==> config.mk <==
export PLATFORM = sky130hd
export DESIGN_NAME = bcd_time_counter_flat
export DESIGN_NICKNAME = d
export VERILOG_FILES = /design/src/rtl/bcd_time_counter_if.sv /design/src/rtl/bcd_time_counter.sv /design/src/flat_wrapper.sv
export SDC_FILE = /design/constraint.sdc
export NUM_CORES = 1
export LEC_CHECK = 0
export ABC_AREA = 1
export CAP_MARGIN = 5
export CELL_PAD_IN_SITES_DETAIL_PLACEMENT = 1
export CELL_PAD_IN_SITES_GLOBAL_PLACEMENT = 1
export CORE_MARGIN = 5
export CORE_UTILIZATION = 41
export CTS_BUF_LIST = sky130_fd_sc_hd__clkbuf_2 sky130_fd_sc_hd__clkbuf_4 sky130_fd_sc_hd__clkbuf_8
export CTS_CLUSTER_DIAMETER = 50
export DETAILED_ROUTE_END_ITERATION = 16
export GPL_TIMING_DRIVEN = 1
export MAX_ROUTING_LAYER = met4
export PLACE_DENSITY = 0.87
export SKIP_CTS_REPAIR_TIMING = 1
export SLEW_MARGIN = 20
export SYNTH_ARGS = -nofsm -noshare
export SYNTH_HDL_FRONTEND = slang
export SYNTH_SLANG_ARGS = --single-unit
==> constraint.sdc <==
create_clock -name clk -period 1.9 [get_ports clk]
set_clock_uncertainty 0.05 [all_clocks]
set_input_delay 0.285 -clock clk [delete_from_list [all_inputs] [get_ports clk]]
set_output_delay 0.285 -clock clk [all_outputs]
set_load 0.05 [all_outputs]
==> src/rtl/bcd_time_counter_if.sv <==
// bcd_time_counter_if: run/load controls and BCD time outputs of the timekeeping core
interface bcd_time_counter_if;
  logic       run;
  logic       set_en;
  logic [7:0] set_hh;
  logic [7:0] set_mm;
  logic [7:0] set_ss;
  logic       set_pm;
  logic [3:0] sec_lo;
  logic [3:0] sec_hi;
  logic [3:0] min_lo;
  logic [3:0] min_hi;
  logic [3:0] hr_lo;
  logic [3:0] hr_hi;
  logic       tick_1hz;
  logic       load_err;
  logic       pm;
  modport master (
    output run, set_en, set_hh, set_mm, set_ss, set_pm,
    input  sec_lo, sec_hi, min_lo, min_hi, hr_lo, hr_hi, tick_1hz, load_err, pm
  );
  modport slave (
    input  run, set_en, set_hh, set_mm, set_ss, set_pm,
    output sec_lo, sec_hi, min_lo, min_hi, hr_lo, hr_hi, tick_1hz, load_err, pm
  );
endinterface

==> src/rtl/bcd_time_counter.sv <==
// bcd_time_counter: 1 Hz prescaler plus BCD hh:mm:ss counter with validated load; HOUR12_EN selects 12-hour AM/PM mode
module bcd_time_counter #(
  parameter int CLK_HZ = 50_000_000
) (
  input logic              clk,
  input logic              rst,
  bcd_time_counter_if.slave bus
);
  localparam int PW = $clog2(CLK_HZ);
  localparam logic [PW-1:0] TERM = PW'(CLK_HZ - 1);
`ifdef HOUR12_EN
  localparam logic [7:0] HR_RST = 8'h12;
`else
  localparam logic [7:0] HR_RST = 8'h00;
`endif
  logic [PW-1:0] pre;
  logic [3:0] s0, s1, m0, m1, n_s0, n_s1, n_m0, n_m1;
  logic [7:0] hr, n_hr;
  logic pm_q, n_pm, ld_pm, tick, err, ok, term, sc, mc, hc;
  assign term = pre == TERM;
  // Load validation: BCD nibbles, seconds/minutes <= 59, hours in range for the mode
  always_comb begin
    ok = bus.set_hh[3:0] <= 4'd9 && bus.set_hh[7:4] <= 4'd9 &&
         bus.set_mm[3:0] <= 4'd9 && bus.set_mm[7:4] <= 4'd5 &&
         bus.set_ss[3:0] <= 4'd9 && bus.set_ss[7:4] <= 4'd5 &&
`ifdef HOUR12_EN
         bus.set_hh != 8'h00 && bus.set_hh <= 8'h12;
    ld_pm = bus.set_pm;
`else
         bus.set_hh <= 8'h23;
    ld_pm = 1'b0;
`endif
  end
  // One-second advance with the full carry chain resolved in a single edge
  always_comb begin
    sc = s0 == 4'd9;
    mc = sc && s1 == 4'd5;
    hc = mc && m0 == 4'd9 && m1 == 4'd5;
    n_s0 = sc ? 4'd0 : s0 + 4'd1;
    n_s1 = mc ? 4'd0 : sc ? s1 + 4'd1 : s1;
    n_m0 = mc ? (m0 == 4'd9 ? 4'd0 : m0 + 4'd1) : m0;
    n_m1 = hc ? 4'd0 : (mc && m0 == 4'd9) ? m1 + 4'd1 : m1;
`ifdef HOUR12_EN
    n_hr = !hc ? hr : hr == 8'h12 ? 8'h01 : hr == 8'h11 ? 8'h12 :
           hr[3:0] == 4'd9 ? {hr[7:4] + 4'd1, 4'd0} : {hr[7:4], hr[3:0] + 4'd1};
    n_pm = pm_q ^ (hc && hr == 8'h11);
`else
    n_hr = !hc ? hr : hr == 8'h23 ? 8'h00 :
           hr[3:0] == 4'd9 ? {hr[7:4] + 4'd1, 4'd0} : {hr[7:4], hr[3:0] + 4'd1};
    n_pm = 1'b0;
`endif
  end
  // Prescaler and time registers: reset, then valid load, then advance on terminal count
  always_ff @(posedge clk or posedge rst) begin
    if (rst) begin
      pre  <= '0;
      s0   <= 4'd0;
      s1   <= 4'd0;
      m0   <= 4'd0;
      m1   <= 4'd0;
      hr   <= HR_RST;
      pm_q <= 1'b0;
      tick <= 1'b0;
      err  <= 1'b0;
    end else begin
      tick <= 1'b0;
      err  <= bus.set_en && !ok;
      if (bus.set_en && ok) begin
        pre      <= '0;
        {s1, s0} <= bus.set_ss;
        {m1, m0} <= bus.set_mm;
        hr       <= bus.set_hh;
        pm_q     <= ld_pm;
      end else if (bus.run) begin
        pre <= term ? '0 : pre + 1'b1;
        if (term && !bus.set_en) begin
          s0   <= n_s0;
          s1   <= n_s1;
          m0   <= n_m0;
          m1   <= n_m1;
          hr   <= n_hr;
          pm_q <= n_pm;
          tick <= 1'b1;
        end
      end
    end
  end
  assign bus.sec_lo   = s0;
  assign bus.sec_hi   = s1;
  assign bus.min_lo   = m0;
  assign bus.min_hi   = m1;
  assign bus.hr_lo    = hr[3:0];
  assign bus.hr_hi    = hr[7:4];
  assign bus.tick_1hz = tick;
  assign bus.load_err = err;
  assign bus.pm       = pm_q;
endmodule
==> src/flat_wrapper.sv <==
// flat-port wrapper written by rule: the top's interface ports become plain ports
module bcd_time_counter_flat 
#(
  parameter int CLK_HZ = 50_000_000
)
  (clk, rst, bus_run, bus_set_en, bus_set_hh, bus_set_mm, bus_set_ss, bus_set_pm, bus_sec_lo, bus_sec_hi, bus_min_lo, bus_min_hi, bus_hr_lo, bus_hr_hi, bus_tick_1hz, bus_load_err, bus_pm);
  bcd_time_counter_if bus_i ();
  input logic clk;
  input logic rst;
  input wire logic [$bits(bus_i.run)-1:0] bus_run;
  input wire logic [$bits(bus_i.set_en)-1:0] bus_set_en;
  input wire logic [$bits(bus_i.set_hh)-1:0] bus_set_hh;
  input wire logic [$bits(bus_i.set_mm)-1:0] bus_set_mm;
  input wire logic [$bits(bus_i.set_ss)-1:0] bus_set_ss;
  input wire logic [$bits(bus_i.set_pm)-1:0] bus_set_pm;
  output wire logic [$bits(bus_i.sec_lo)-1:0] bus_sec_lo;
  output wire logic [$bits(bus_i.sec_hi)-1:0] bus_sec_hi;
  output wire logic [$bits(bus_i.min_lo)-1:0] bus_min_lo;
  output wire logic [$bits(bus_i.min_hi)-1:0] bus_min_hi;
  output wire logic [$bits(bus_i.hr_lo)-1:0] bus_hr_lo;
  output wire logic [$bits(bus_i.hr_hi)-1:0] bus_hr_hi;
  output wire logic [$bits(bus_i.tick_1hz)-1:0] bus_tick_1hz;
  output wire logic [$bits(bus_i.load_err)-1:0] bus_load_err;
  output wire logic [$bits(bus_i.pm)-1:0] bus_pm;
  assign bus_i.run = bus_run;
  assign bus_i.set_en = bus_set_en;
  assign bus_i.set_hh = bus_set_hh;
  assign bus_i.set_mm = bus_set_mm;
  assign bus_i.set_ss = bus_set_ss;
  assign bus_i.set_pm = bus_set_pm;
  assign bus_sec_lo = bus_i.sec_lo;
  assign bus_sec_hi = bus_i.sec_hi;
  assign bus_min_lo = bus_i.min_lo;
  assign bus_min_hi = bus_i.min_hi;
  assign bus_hr_lo = bus_i.hr_lo;
  assign bus_hr_hi = bus_i.hr_hi;
  assign bus_tick_1hz = bus_i.tick_1hz;
  assign bus_load_err = bus_i.load_err;
  assign bus_pm = bus_i.pm;
  bcd_time_counter #(.CLK_HZ(CLK_HZ)) u_core (.clk(clk), .rst(rst), .bus(bus_i));
endmodule
; ---- Word level (Yosys, flattened, before mapping)
; Cells that the tools add are included.
[word_totals]
reg_bits = 53
in_bits = 29
out_inout_bits = 27
elab_cells = 92
[classes]
n_addsub = 7
order_cmp = 7
n_eq_ne = 7
mux = 34
reduce_logical = 27
[ops]
columns = op, count
row1 = $mux W26, 3
row2 = $mux W4, 19
row3 = $mux W8, 6
row4 = $add A26 B1 Y26 const B, 1
row5 = $eq A26 B26 Y1 const B, 1
row6 = $add A4 B1 Y4 const B, 6
row7 = $le A4 B4 Y1 const B, 4
row8 = $eq A4 B4 Y1 const B, 3
row9 = $logic_and A1 B1 Y1, 12
row10 = $reduce_and A3 Y1, 4
row11 = $reduce_bool A3 Y1, 3
row12 = $eq A4 B3 Y1 const B, 2
row13 = $eq A8 B6 Y1 const B, 1
row14 = $le A4 B3 Y1 const B, 2
row15 = $le A8 B6 Y1 const B, 1
row16 = $reduce_bool A2 Y1, 4
row17 = $mux W1, 6
row18 = $reduce_and A4 Y1, 1
row19 = $logic_not A1 Y1, 2
row20 = $reduce_and A2 Y1, 1

; ---- Logic depth before layout (Yosys ltp)
[logic_depth]
word_depth = 10
depth_mapped = 12
ltp_nobuf = 11

; ---- Worst setup path before layout
; OpenSTA, ideal clock, no wires.
[synth_timing]
kind = register to register
from = register u_core.s0[0] (netlist: u_core.bus.sec_lo[0])
to = register u_core.hr[4]
t_arrival_ns = 1.664
required_time_ns = 1.729
slack_ns = 0.065
stages_incl_launch_ff = 10
path_buffers = 0
cell_sequence = dfrtp_1 -> inv_2 -> nor2_2 -> nand3_2 -> nor2_2 -> nand3_1 -> nand2_2 -> nand2_1 -> o21bai_1 -> nand2_1
[synth_via]
elab_chain_cells = 6
[synth_lines]
columns = item, line
row1 = "start, declared", bcd_time_counter.sv:17  ; logic [3:0] s0, s1, m0, m1, n_s0, n_s1, n_m0, n_m1;
row2 = "start signal, assigned", bcd_time_counter.sv:70  ; {s1, s0} <= bus.set_ss;
row3 = "start signal, assigned", bcd_time_counter.sv:77  ; s0 <= n_s0;
row4 = $eq A4 B4 Y1, bcd_time_counter.sv:36  ; sc = s0 == 4'd9;
row5 = $logic_and A1 B1 Y1, bcd_time_counter.sv:37  ; mc = sc && s1 == 4'd5;
row6 = $logic_and A1 B1 Y1 (2 in a row), bcd_time_counter.sv:38  ; hc = mc && m0 == 4'd9 && m1 == 4'd5;
row7 = $reduce_bool A2 Y1 (no line), n/a
row8 = $reduce_and A4 Y1 (no line), n/a
row9 = "end signal, assigned", bcd_time_counter.sv:72  ; hr <= bus.set_hh;
row10 = "end signal, assigned", bcd_time_counter.sv:81  ; hr <= n_hr;
row11 = "end, declared", bcd_time_counter.sv:18  ; logic [7:0] hr, n_hr;
; No other way between the ends.
; A chain may end at the register's enable or synchronous reset.

; ---- Final worst setup path
[layout_timing]
from = register u_core.pre[1]
to = register u_core.pre[24]
[layout_via]
elab_chain_cells = 4
word_cells_on_any_way = 5
[layout_lines]
columns = item, line
row1 = "start, declared", bcd_time_counter.sv:16  ; logic [PW-1:0] pre;
row2 = "start signal, assigned", bcd_time_counter.sv:75  ; pre <= term ? '0 : pre + 1'b1;
row3 = $add A26 B1 Y26 or $eq A26 B26 Y1 (tied branches), "bcd_time_counter.sv:75, bcd_time_counter.sv:20"
row4 = $mux W26 (*), bcd_time_counter.sv:75
row5 = $mux W26 (*), bcd_time_counter.sv:74  ; end else if (bus.run) begin
row6 = $mux W26 (*), bcd_time_counter.sv:68  ; if (bus.set_en && ok) begin
; Mark *: on every way between the ends. The rest lies on a longest branch, timed or not. The select of a mux whose other input is x is not followed.

==> results.toml <==
[outcome]
outcome = "complete, but fails checks"
violations = "negative setup slack"

[sta]
worst_pin_slew_ps = 507
finalCritPeriodShare = 1.04
max_freq_mhz = 504
slew_viol_final = 0
rsz0062_at_grt = "true"
hold_viol_final = 0
setup_tns_ps = -195
max_slew_margin = 0.661
timing.final.setup_violations = 6
post-route-min-period_ps = 1980
fin_ws_ps = -82.9

[power_and_ir_drop]
clock_power_share = 0.251
p_total_mw = 2.86
internal-power_mw = 1.81
p_leak_nw = 2.52
power_density_nw_per_um2 = 568
ir_worst_vdd_uv = 289
p_switching_mw = 1.05
power_frac_seq = 0.474
swShare = 0.366
comb_power_share = 0.275

[synth]
netlist_area_um2 = 3840
syn_nets = 588
ys.flop_type = "dfrtp_1"
synth-seq-cells = 52
yosysMostFrequentCell = "nand2_1"
synth_area_leaders = "dfrtp_1 34%, nand2_1 15%, nand3_1 7.3%, inv_1 6.6%, nor2_1 5.7%"
synth_area_per_cell_um2 = 6.98
async_reset_ff_frac = 1.00
yosys_warnings = 0
ys_seq_area_frac = 0.339
synth_top_area_frac = 0.339
synth_edf_count = 0
yosys.area.top_type = "dfrtp_1"
yosysUniqueCellTypes = 39
synthTopCellsByCount = "152 x nand2_1, 67 x inv_1, 58 x nor2_1"
netlist_instances = 550

[route]
drt_iter0_drc = 320
ant_nets = 0
wire_per_inst_um = 19.4
first_pass_iters = 6
route.detailed.drc = 0
viasPerCell = 5.60
num_vias = 4265
totalWireLength_um = 14700

[floorplan]
rows = 35
die_height_um = 107
chipWidth_um = 107
ios = 56
design.die.area_um2 = 11400
core_area_um2 = 9200
initial_utilization = 0.417

[critical_path]
end_kind = "register"
path_max_fanout = 5
cp.arrival_ps = 2150
rrSetupSlack_ps = -80
crit_type = "reg2reg"
worstPathRequired_ps = 2060
cp-start-kind = "register"
reg2reg_depth = 9
timing.rr.end = "u_core.pre[24]"
r2r-start = "u_core.pre[1]"

[global_routing]
grt_pass1_vias = 4270
grt_pass1_wl_um = 20700
overflow = 0
antenna_found_initial = 0
track_usage = 0.230
grt_max_degree = 53

[hold_path]
hold_class = "in2async"

[cts]
htreeDepth = 2
clkTransAtPathRegs_ps = 120
ctsRootBufferMaster = "clkbuf_8"
insertion_delay_ps = 330
cts_buffer_depth = 2
tritoncts = "yes"
cts_made_buffers = 5
cts.sinks = 52

[place]
gp_congestion = 0.906
portBuffers = 53
dp.final_hpwl_um = 9610
dpl.cell_count = 742

[layout]
diodes = 0
final_nets = 687
area_growth_pct = 31.2
drive_above_1_share = 0.217
stdcell_count = 761
final_util = 0.548

[job]
drv_cap = 0
==> worst max-delay path: stages, from the launching register on <==
cell and delay [ps]:
dfrtp_1 420, ha_4 170, nand2_4 70, nor2_8 150, buf_4 160, nand2_2 120
nor3_2 240, xor2_1 200, nand3_1 140, o21ai_0 140
==> flip-flops by register name, indices dropped and copies added (netlist names) <==
| signal | cells |
|---|---|
| u_core.bus.min_hi | 4 |
| u_core.bus.sec_hi | 4 |
| u_core.pre | 26 |
| u_core.bus.min_lo | 4 |
| u_core.hr | 8 |
| u_core.bus.load_err | 1 |
| u_core.bus.sec_lo | 4 |
| u_core.bus.tick_1hz | 1 |
==> power by group through the flow <==
stage / clock, mW / combinational (mW) / sequential (mW)
after floorplan: 0 / 0.384 / 1.39
after global placement: 0 / 0.684 / 1.35
after detailed placement: 0 / 0.714 / 1.35
after CTS: 0.700 / 0.722 / 1.33
after global routing: 0.774 / 0.860 / 1.37
final: 0.718 / 0.787 / 1.35
==> layout make-up <==
class | count | area (um2)
inverter | 71 | 267
clock buffer | 6 | 82.6
tap | 111 | 139
fill | 1177 | 4160
multi-input combinational | 415 | 2330
timing repair buffer | 104 | 910
sequential | 52 | 1300
clock inverter | 2 | 10.0
==> metrics by stage <==
step | cell area, um2 | hold WS (ps) | setup slack (ps)
detailed placement | 4700 | 463 | -418
CTS | 4800 | 295 | -94.5
finish | 5040 | 253 | -82.9
global route | 5040 | 283 | -195
floorplan | 3840 | 352 | 64.6
global placement | 4700 | 464 | -293
==> layer usage <==
layer  track usage  wire [um]  vias to the layer above
met1         0.287       6010                     2096
met5             -          0                        -
met2         0.407       7530                      170
li1              -          -                     1958
met3        0.0235        787                       41
met4        0.0420        405                        0
==> logic make-up after synthesis <==
kind of cell	after synthesis	synth area share
AOI/OAI and AO/OA	64	0.0962
xor gates and xnor gates	21	0.0479
adders and majority gates	9	0.0293
buffers and inverters	84	0.0903
DFF	52	0.339
other	1	0.000977
and+or+nand+nor	319	0.396
==> cell usage in the layout, fill, tap and decap left out, types with 4 or more instances in the layout <==
master / n
nand3_4: 4
buf_6: 5
nor2_4: 8
buf_4: 66
o21ai_0: 26
o21ai_1: 14
nand4_1: 14
ha_1: 8
o21bai_1: 4
a21oi_1: 7
clkbuf_8: 6
inv_2: 9
nand2_2: 10
xor2_1: 20
dfrtp_1: 52
nand3_2: 6
nand3_1: 55
nand2_1: 143
nor2_1: 54
nor2_2: 6
inv_1: 62
nor3_1: 4
nand2_4: 7
clkdlybuf4s50_1: 28
==> how the worst max path moves through the flow <==
stage                          from              endpoint  slack, ps
2_1_floorplan  u_core.bus.sec_lo[0]          u_core.hr[4]         60
5_1_grt               u_core.pre[1]        u_core.pre[24]       -190
3_3_place_gp          bus_set_hh[6]  u_core.bus.min_lo[1]       -290
6_report              u_core.pre[1]        u_core.pre[24]        -80
3_5_place_dp          bus_set_hh[6]          u_core.hr[4]       -420
4_1_cts               bus_set_hh[6]          u_core.hr[4]        -90
Power figures use the tool's default switching activity.
